$ cat src/rtl/vc_fifo_bank.sv
// Multi-VC input buffer: NUM_VC FIFOs sharing one storage array, with per-VC
// occupancy flags, registered credit return and sticky protocol-error flags.
module vc_fifo_bank #(
   parameter int DATA_WIDTH   = 32,
   parameter int BUFFER_DEPTH = 4,
   parameter int NUM_VC       = 2,
   localparam int VC_W  = (NUM_VC > 1) ? $clog2(NUM_VC) : 1,
   localparam int PTR_W = $clog2(BUFFER_DEPTH),
   localparam int CNT_W = PTR_W + 1
) (
   input  logic                      clk,
   input  logic                      reset,
   input  logic                      write_strobe_din,
   input  logic [VC_W-1:0]           write_vc_din,
   input  logic [DATA_WIDTH-1:0]     write_data_din,
   input  logic                      read_strobe_din,
   input  logic [VC_W-1:0]           read_vc_din,
   output logic [DATA_WIDTH-1:0]     read_data_dout,
   output logic [NUM_VC-1:0]         full_dout,
   output logic [NUM_VC-1:0]         empty_dout,
   output logic [NUM_VC*CNT_W-1:0]   count_dout,
   output logic                      credit_valid_dout,
   output logic [VC_W-1:0]           credit_vc_dout,
   output logic                      overflow_dout,
   output logic                      underflow_dout
);

   localparam logic [CNT_W-1:0] FULL_CNT = CNT_W'(BUFFER_DEPTH);

   logic [DATA_WIDTH-1:0] mem [NUM_VC*BUFFER_DEPTH];
   logic [CNT_W-1:0]      cnt    [NUM_VC];
   logic [PTR_W-1:0]      wr_ptr [NUM_VC];
   logic [PTR_W-1:0]      rd_ptr [NUM_VC];

   logic [VC_W-1:0]   wr_vc, rd_vc;
   logic              wr_vc_ok, rd_vc_ok;
   logic              wr_acc, rd_acc;
   logic [NUM_VC-1:0] wr_oh, rd_oh;

   // Out-of-range indices are steered to VC 0 only to keep array reads in bounds;
   // the *_ok terms make sure such operations are never accepted.
   always_comb begin
      wr_vc    = '0;
      rd_vc    = '0;
      wr_vc_ok = 1'b1;
      rd_vc_ok = 1'b1;
      if (NUM_VC > 1) begin
         wr_vc_ok = (int'(write_vc_din) < NUM_VC);
         rd_vc_ok = (int'(read_vc_din) < NUM_VC);
         if (wr_vc_ok) wr_vc = write_vc_din;
         if (rd_vc_ok) rd_vc = read_vc_din;
      end
      wr_acc = write_strobe_din && wr_vc_ok && (cnt[wr_vc] != FULL_CNT);
      rd_acc = read_strobe_din  && rd_vc_ok && (cnt[rd_vc] != '0);
      wr_oh  = '0;
      rd_oh  = '0;
      if (wr_acc) wr_oh[wr_vc] = 1'b1;
      if (rd_acc) rd_oh[rd_vc] = 1'b1;
   end

   always_comb begin
      full_dout  = '0;
      empty_dout = '0;
      count_dout = '0;
      for (int v = 0; v < NUM_VC; v++) begin
         full_dout[v]                  = (cnt[v] == FULL_CNT);
         empty_dout[v]                 = (cnt[v] == '0);
         count_dout[v*CNT_W +: CNT_W]  = cnt[v];
      end
   end

   assign read_data_dout = mem[{rd_vc, rd_ptr[rd_vc]}];

   // Storage is deliberately not cleared by reset.
   always_ff @(posedge clk) begin
      if (!reset && wr_acc)
         mem[{wr_vc, wr_ptr[wr_vc]}] <= write_data_din;
   end

   always_ff @(posedge clk) begin
      if (reset) begin
         for (int v = 0; v < NUM_VC; v++) begin
            cnt[v]    <= '0;
            wr_ptr[v] <= '0;
            rd_ptr[v] <= '0;
         end
         credit_valid_dout <= 1'b0;
         credit_vc_dout    <= '0;
         overflow_dout     <= 1'b0;
         underflow_dout    <= 1'b0;
      end else begin
         if (wr_acc) wr_ptr[wr_vc] <= wr_ptr[wr_vc] + 1'b1;
         if (rd_acc) rd_ptr[rd_vc] <= rd_ptr[rd_vc] + 1'b1;
         for (int v = 0; v < NUM_VC; v++) begin
            if (wr_oh[v] && !rd_oh[v])
               cnt[v] <= cnt[v] + 1'b1;
            else if (rd_oh[v] && !wr_oh[v])
               cnt[v] <= cnt[v] - 1'b1;
         end
         credit_valid_dout <= rd_acc;
         if (rd_acc) credit_vc_dout <= rd_vc;
         if (write_strobe_din && !wr_acc) overflow_dout  <= 1'b1;
         if (read_strobe_din  && !rd_acc) underflow_dout <= 1'b1;
      end
   end

endmodule
$ cat config.mk
export PLATFORM = sky130hd
export DESIGN_NAME = vc_fifo_bank
export DESIGN_NICKNAME = d
export VERILOG_FILES = /design/src/rtl/vc_fifo_bank.sv
export SDC_FILE = /design/constraint.sdc
export NUM_CORES = 1
export LEC_CHECK = 0
export CORE_MARGIN = 1
export CORE_UTILIZATION = 50
export DETAILED_ROUTE_END_ITERATION = 7
export MAX_ROUTING_LAYER = met4
export PLACE_DENSITY = 0.69
export SETUP_SLACK_MARGIN = 0.15
export SLEW_MARGIN = 40
export SYNTH_ARGS = -nofsm -noshare
export SYNTH_HDL_FRONTEND = slang
export SYNTH_SLANG_ARGS = --single-unit
export TNS_END_PERCENT = 10
$ cat constraint.sdc
create_clock -name clk -period 13.2 [get_ports clk]
set_input_delay 2.64 -clock clk [delete_from_list [all_inputs] [get_ports clk]]
set_output_delay 2.64 -clock clk [all_outputs]
set_load 0.1 [all_outputs]
==> impl_metrics.json, run 1 <==
{
  "outcome": "completed",
  "synth_cells": 492,
  "finalSetupViolCount": 0,
  "multi_input_area_um2": 2450,
  "regToRegStartpoint": "cnt[1][2]",
  "whs_ns": 0.465,
  "syn_area_per_cell_um2": 21.8,
  "min_period_over_period": 0.647,
  "synth_area_leader_cell": "edfxtp_1",
  "viasPerCell": 5.68,
  "layout.cells.non_filler": 884,
  "crit_type": "in -> out",
  "place_area_um2": 11700,
  "synth_edf_count": 270,
  "report.final.slew_viol_count": 0,
  "post_drt_wl_per_cell_um": 22.1,
  "register_area_um2": 8190,
  "overflow": 0,
  "die_y_um": 148,
  "wl_um": 19500,
  "required_ns": 10.56,
  "crit_path_start_kind": "input pin",
  "synth_top_area_frac": 0.757,
  "cts_root_buf": "clkbuf_16",
  "ant_nets": 0,
  "worstMarginPinSlew_ns": 0.742,
  "clk_latency_ns": 0.52,
  "port_buffers": 83,
  "p_leak_uw": 0.00410,
  "diodes": 0,
  "cts.clk_slew.worst_paths_ns": 0.06,
  "yosys_warnings": 0,
  "grt_pass1_vias": 5331,
  "initial_core_util": 0.509,
  "rows": 53,
  "tritoncts": "done",
  "pin_count": 84,
  "place_inst": 836,
  "fmax_ghz": 0.117,
  "syn_area_um2": 10700,
  "cts_setup_buffers": 0,
  "power.density_nw_per_um2": 167,
  "synth_nets": 534,
  "hold_path_end": "credit_vc_dout",
  "areaGrowthSynthToFinish_pct": 16.8,
  "cts_resized": 0,
  "fillCellCount": 1508,
  "finClkSkew_ns": 0.0149,
  "ys_types": 38,
  "arrival_ns": 5.90,
  "cts.sinks": 274,
  "clock_path_buffers": 3,
  "reg2reg_depth": 4,
  "dr.pass1.iters": 4,
  "rsz0062_at_grt": "no",
  "fp.dieW_um": 148,
  "ys.flop_type": "edfxtp_1",
  "holdBufCountCts": 0,
  "peakVddDrop_mv": 0.142,
  "tns_ns": 0,
  "vias": 5021,
  "grtUsageTotal": 0.193,
  "hp-class": "reg -> reg",
  "drive_gt1_frac": 0.327,
  "p_total_uw": 2090,
  "core_um2": 21000,
  "slew-limit-headroom": 0.498,
  "dp_hpwl_um": 10300,
  "async_reset_ff_frac": 0,
  "finalCriticalPeriod_ns": 8.54,
  "grt_pass1_wl_um": 30500,
  "synth-seq-cells": 274,
  "maxCapViolCount": 0,
  "finalInstanceArea_um2": 12500,
  "cts_max_level": 1,
  "cp_max_fo": 56,
  "dieArea_um2": 22000,
  "drc": 0,
  "synth-seq-area-share": 0.765,
  "r2r_setup_slack_ns": 10.90,
  "ys_top_cells_by_count": "edfxtp_1, mux4_2, mux2_2",
  "gp_congestion": 0.766,
  "hold_viol_final": 0,
  "yosysMostFrequentCell": "edfxtp_1",
  "grt_start_max_net_pins": 57,
  "numCtsBuffers": 27,
  "hold_start": "credit_vc_dout",
  "nNetsFinal": 632,
  "cp-end-kind": "output port",
  "whs_path_depth": 2,
  "synth.area.top_cells": "edfxtp_1, mux4_2, mux2_2, dfxtp_1, buf_2",
  "initialDrtViolationCount": 249,
  "grt_antenna_before_repair": 0,
  "reg2reg_to": "mem[6][20]"
}
## final cells by class
type	instances	share of cell area
sequential	274	0.655
multi-input combinational	190	0.196
clock buffer	32	0.0555
timing repair buffer	90	0.0526
tap	275	0.0275
clock inverter	16	0.0118
inverter	7	0.00210
## worst max-delay path, cell delays in order
cell and delay [ns]:
buf_2 0.07, buf_4 0.54, mux2i_4 0.68, clkbuf_8 0.71, mux4_2 0.60, mux2_2 0.30, buf_2 0.30
## sequential cells by signal (all words and copies together) (netlist names)
register and flops:
mem 256, cnt 6, rd_ptr 4, wr_ptr 4, credit_valid_dout 1, credit_vc_dout 1
overflow_dout 1, underflow_dout 1
## per-stage QoR
step,utilization,worst slack (ns)
6_report,0.595,4.66
5_1_grt,0.595,4.40
4_1_cts,0.595,4.52
2_1_floorplan,-,6.22
3_5_place_dp,0.555,4.53
3_3_place_gp,0.565,3.58
## power by group
group	total, uW	switching (uW)	leakage [uW]	internal, uW
Sequential	994	13.2	0.00249	981
Clock	733	302	0.000409	431
Combinational	361	264	0.00120	96.2
Total	2090	580	0.00410	1510
## worst max-delay path by stage
stage,to,startpoint,slack [ns],cells after the start
2_1_floorplan,read_data_dout[16],read_vc_din,6.22,5
3_3_place_gp,read_data_dout[12],read_vc_din,3.58,7
3_5_place_dp,read_data_dout[11],read_vc_din,4.53,7
4_1_cts,read_data_dout[12],read_vc_din,4.52,7
5_1_grt,read_data_dout[4],read_vc_din,4.40,7
6_report,read_data_dout[12],read_vc_din,4.66,7
## cell families (layout without fill, tap and decap cells)
family	after synthesis	count (layout)	synth area share
mux	100	100	0.172
simple gates	62	62	0.0292
compound gates	18	18	0.0109
flops	274	274	0.765
buf+inv	28	145	0.0130
fa+ha+maj	4	4	0.00537
xor+xnor	6	6	0.00491
## layout by cell type, fill, tap and decap left out, drive strengths merged, types with 4 or more instances in the layout
cell type      synthesis  routed
clkdlybuf4s50          0      36
o21ai                  6       6
clkinv                 0      12
and2                   8       8
clkbuf                 6      33
nand2                 15      15
mux2                  33      33
mux4                  64      64
dfxtp                  4       4
nor3b                  4       4
inv                    7       7
buf                   15      53
nor3                   9       9
nor2                  12      12
xnor2                  4       4
a21oi                  4       4
edfxtp               270     270
## layer usage
metal | GRT usage | part of all wire
met5 | - | 0
met4 | 0.0443 | 0.020
met3 | 0.0316 | 0.043
met2 | 0.323 | 0.52
met1 | 0.250 | 0.42
Power figures use the tool's default switching activity.
==> inputs of run 2 (changes only) <==
Clock period 13.2 ns to 8 ns, I/O delays scaled along.
==> run 2 against run 1 <==
Sequential share of layout area shrank 0.37 points. Clock skew increased by 0.0042 ns. Worst setup slack worse by 2.3 ns. Utilization grew 0.34 points. Global-route usage down 0.15 points. Via count is 0.86% higher. Count of clock-buffer cells in the layout increased by 3. Hold slack got worse by 0.011 ns. Power is 66% higher. Sequential power increased by 65%. Critical path depth fell by 1. Largest cell class unchanged. Largest power group unchanged.
==> impl_metrics.json, run 2 (synthesis results as in run 1) <==
{
  "drive_gt1_frac": 0.333,
  "cts_root_buf": "clkbuf_16",
  "final_common_cell": "edfxtp_1",
  "cp-end-kind": "output port",
  "grtUsageTotal": 0.192,
  "worstMarginPinSlew_ns": 0.684,
  "report.final.slew_viol_count": 0,
  "hold_viol_final": 0,
  "core_um2": 21000,
  "rsz0062_at_grt": "no",
  "crit_top_cell": "buf_2",
  "arrival_ns": 4.07,
  "fp.dieW_um": 148,
  "cts_setup_buffers": 0,
  "post_drt_wl_per_cell_um": 22.1,
  "power.density_nw_per_um2": 276,
  "vias": 5064,
  "crit_buf_inv": 3,
  "peakVddDrop_mv": 0.282,
  "outcome": "completed",
  "diodes": 0,
  "p_total_uw": 3470,
  "dp_hpwl_um": 10900,
  "required_ns": 6.40,
  "postLayoutCoreUtil": 0.598,
  "maxCapViolCount": 0,
  "overflow": 0,
  "most-common-layout-cells": "edfxtp_1, mux4_2, buf_2",
  "grt_antenna_before_repair": 0,
  "clock_path_buffers": 3,
  "fmax_ghz": 0.176,
  "finalInstanceArea_um2": 12600,
  "slew-limit-headroom": 0.537,
  "initialDrtViolationCount": 247,
  "cp_max_fo": 68,
  "cts.sinks": 274,
  "finalCriticalPeriod_ns": 5.67,
  "place_area_um2": 11700,
  "cpPeakStageDelay_ns": 0.59,
  "cts.clk_slew.worst_paths_ns": 0.06,
  "tritoncts": "done",
  "crit_type": "in -> out",
  "grt_pass1_wl_um": 30300,
  "areaGrowthSynthToFinish_pct": 17.5,
  "rows": 53,
  "tns_ns": 0,
  "min_period_over_period": 0.709,
  "numCtsBuffers": 28,
  "p_leak_uw": 0.00414,
  "pin_count": 84,
  "grt_pass1_vias": 5360,
  "hp-class": "reg -> reg",
  "die_y_um": 148,
  "port_buffers": 83,
  "cts_resized": 0,
  "wl_um": 19600,
  "gp_congestion": 0.795,
  "dieArea_um2": 22000,
  "initial_core_util": 0.509,
  "finalSetupViolCount": 0,
  "cts_max_level": 1,
  "crit_chain": "buf_2 -> mux2i_4 -> buf_12 -> mux4_2 -> mux2_2 -> buf_2",
  "viasPerCell": 5.70,
  "dr.pass1.iters": 4,
  "critical_path.top_delay_family": "multiplexers",
  "holdBufCountCts": 0,
  "crit_slowest_cell": "mux4_2",
  "grt_start_max_net_pins": 69,
  "drc": 0,
  "clk_latency_ns": 0.53,
  "fillCellCount": 1481,
  "ant_nets": 0,
  "largest_register_ff_count": 256,
  "finClkSkew_ns": 0.0191,
  "crit_path_start_kind": "input pin",
  "nNetsFinal": 636
}
-- run 2: cell type report --
type	count	area (um2)	area share
clock buffers	35	748	0.0595
clock inverters	14	120	0.00955
inverters	7	26.3	0.00209
multi-input cells	190	2450	0.195
flip-flops and latches	274	8190	0.651
well taps	275	344	0.0274
repair buffers	93	703	0.0559
-- run 2: stage by stage --
stage                     hold slack (ns)  instances  setup WS [ns]
after CTS                           0.457        888           2.28
after global routing                0.492        888           2.18
after global placement              0.452        838           1.47
after floorplan                     0.617        492           2.20
after detailed placement            0.449        839           2.29
final                               0.453        888           2.33
-- run 2: worst paths after layout --
check | startpoint | endpoint | slack [ns] | depth (start not counted)
setup reg to reg | cnt[1][2] | mem[5][16] | 5.46 | 5
hold / removal | credit_vc_dout | credit_vc_dout | 0.45 | 2
setup / recovery | read_vc_din | read_data_dout[7] | 2.33 | 6
hold reg to reg | credit_vc_dout | credit_vc_dout | 0.45 | 2
-- run 2: worst register-to-register path, delay by kind of cell, from the launching register on --
| family | cells | cell delay, ns |
|---|---|---|
| AND/OR/NAND/NOR | 4 | 1.31 |
| flip-flops | 1 | 0.49 |
| buffers and inverters | 1 | 0.40 |
-- run 2: per-layer routing --
layer,vias to the layer above,track usage,share of wire
li1,2249,-,-
met1,2645,0.244,0.41
met2,134,0.318,0.51
met3,36,0.0313,0.053
met4,0,0.0603,0.023
met5,-,-,0
-- run 2: power by group --
group | internal, uW | switching, uW
Combinational | 163 | 437
Sequential | 1620 | 21.7
Clock | 723 | 504
Total | 2500 | 963
==> inputs of run 3 (changes only) <==
Settings changed: PLACE_DENSITY 0.69 to 0.72.
Clock period 8 ns to 5.16 ns, I/O delays scaled along.
==> run 3 against run 2 <==
Global-route usage fell by 0.37 points. Hold slack improved by 0.0027 ns. Count of clock-buffer cells in the layout fell by 2. Via count fell by 0.83%. First-iteration DRC count rose by 23%. Largest power group unchanged. Worst setup slack got worse by 1.2 ns. Die area did not move. Critical path depth did not move. Sequential cell count did not move. Sequential power rose by 55%. Final cell count rose by 0.34%.
==> impl_metrics.json, run 3 (synthesis results as in run 1) <==
{
  "outcome": "completed",
  "fillCellCount": 1408,
  "core_um2": 21000,
  "crit_path_start_kind": "input pin",
  "slew-limit-headroom": 0.486,
  "report.final.slew_viol_count": 0,
  "register_area_um2": 8190,
  "place_area_um2": 12200,
  "vias": 5022,
  "ant_nets": 0,
  "wl_um": 19300,
  "finalSetupViolCount": 0,
  "largest_register_ff_count": 256,
  "tns_ns": 0,
  "dp_hpwl_um": 10900,
  "multi_input_area_um2": 2460,
  "required_ns": 4.13,
  "grtUsageTotal": 0.188,
  "peakVddDrop_mv": 0.306,
  "initial_core_util": 0.509,
  "clk_latency_ns": 0.53,
  "crit_type": "in -> out",
  "place_inst": 841,
  "cts_max_level": 1,
  "reg2reg_depth": 7,
  "initialDrtViolationCount": 304,
  "pin_count": 84,
  "finClkSkew_ns": 0.0119,
  "maxCapViolCount": 0,
  "hold_viol_final": 0,
  "grt_pass1_wl_um": 29900,
  "final_common_cell": "edfxtp_1",
  "overflow": 0,
  "power.density_nw_per_um2": 420,
  "holdBufCountCts": 0,
  "rsz0062_at_grt": "no",
  "tritoncts": "done",
  "min_period_over_period": 0.780,
  "finalCriticalPeriod_ns": 4.02,
  "cp-end-kind": "output port",
  "whs_path_depth": 2,
  "grt_start_max_net_pins": 37,
  "cts_root_buf": "clkbuf_16",
  "dieArea_um2": 22000,
  "rows": 53,
  "grt_pass1_vias": 5165,
  "drc": 0,
  "port_buffers": 83,
  "grt_antenna_before_repair": 0,
  "numCtsBuffers": 28,
  "diodes": 0,
  "p_leak_uw": 0.00432,
  "worstMarginPinSlew_ns": 0.759,
  "finalInstanceArea_um2": 13100,
  "arrival_ns": 2.99,
  "fp.dieW_um": 148,
  "areaGrowthSynthToFinish_pct": 22.3,
  "whs_ns": 0.456,
  "dr.pass1.iters": 4,
  "cts.clk_slew.worst_paths_ns": 0.06,
  "gp_congestion": 0.790,
  "cts.sinks": 274,
  "post_drt_wl_per_cell_um": 21.7,
  "clock_path_buffers": 3,
  "most-common-layout-cells": "edfxtp_1, mux4_2, clkdlybuf4s50_1",
  "layout.cells.non_filler": 891,
  "hp-class": "reg -> reg",
  "viasPerCell": 5.64,
  "nNetsFinal": 638,
  "drive_gt1_frac": 0.331,
  "p_total_uw": 5500,
  "cts_resized": 0,
  "fmax_ghz": 0.248,
  "cp_max_fo": 36,
  "cts_setup_buffers": 0,
  "die_y_um": 148
}
run 3: cell types whose count changed in the layout (fill, tap and decap cells not counted), sizes merged:
cell,before,now
inv,8,7
buf,57,59
clkbuf,35,33
clkinv,11,14
clkinvlp,0,1
run 3: worst paths after layout:
path | startpoint | end | slack [ns]
worst max register to register | cnt[0][0] | mem[1][10] | 2.73
worst min-delay path | credit_vc_dout | credit_vc_dout | 0.46
worst max-delay path | read_vc_din | read_data_dout[20] | 1.14
worst min register to register | credit_vc_dout | credit_vc_dout | 0.46
run 3: metal layers:
layer	GRT usage	vias to the layer above	part of all wire
met5	-	-	0
met4	0.0474	0	0.019
met3	0.0291	30	0.048
met2	0.311	125	0.52
met1	0.246	2618	0.41
li1	-	2249	-
run 3: area by class of cell:
type                       count  area share
sequential                   274       0.625
tap                          275      0.0263
multi-input combinational    190       0.188
timing repair buffer          95      0.0925
clock buffer                  33      0.0566
clock inverter                17     0.00975
inverter                       7     0.00201
run 3: report_power, final:
part	leakage (uW)	switching [uW]	internal [uW]
sequential	0.00249	33.0	2510
combinational	0.00141	699	378
clock	0.000420	770	1110
total	0.00432	1500	4000
run 3: through the flow:
stage / setup WS (ns) / utilization
6_report: 1.14 / 0.623
3_5_place_dp: 1.11 / 0.582
4_1_cts: 1.11 / 0.623
3_3_place_gp: 1.14 / 0.583
5_1_grt: 1.05 / 0.623
2_1_floorplan: 0.714 / -
run 3: worst max-delay path, stage by stage:
cell and delay, ns:
buf_2 0.22, mux2i_4 0.34, buf_12 0.31, mux4_2 0.55
mux2_2 0.32, buf_12 0.17
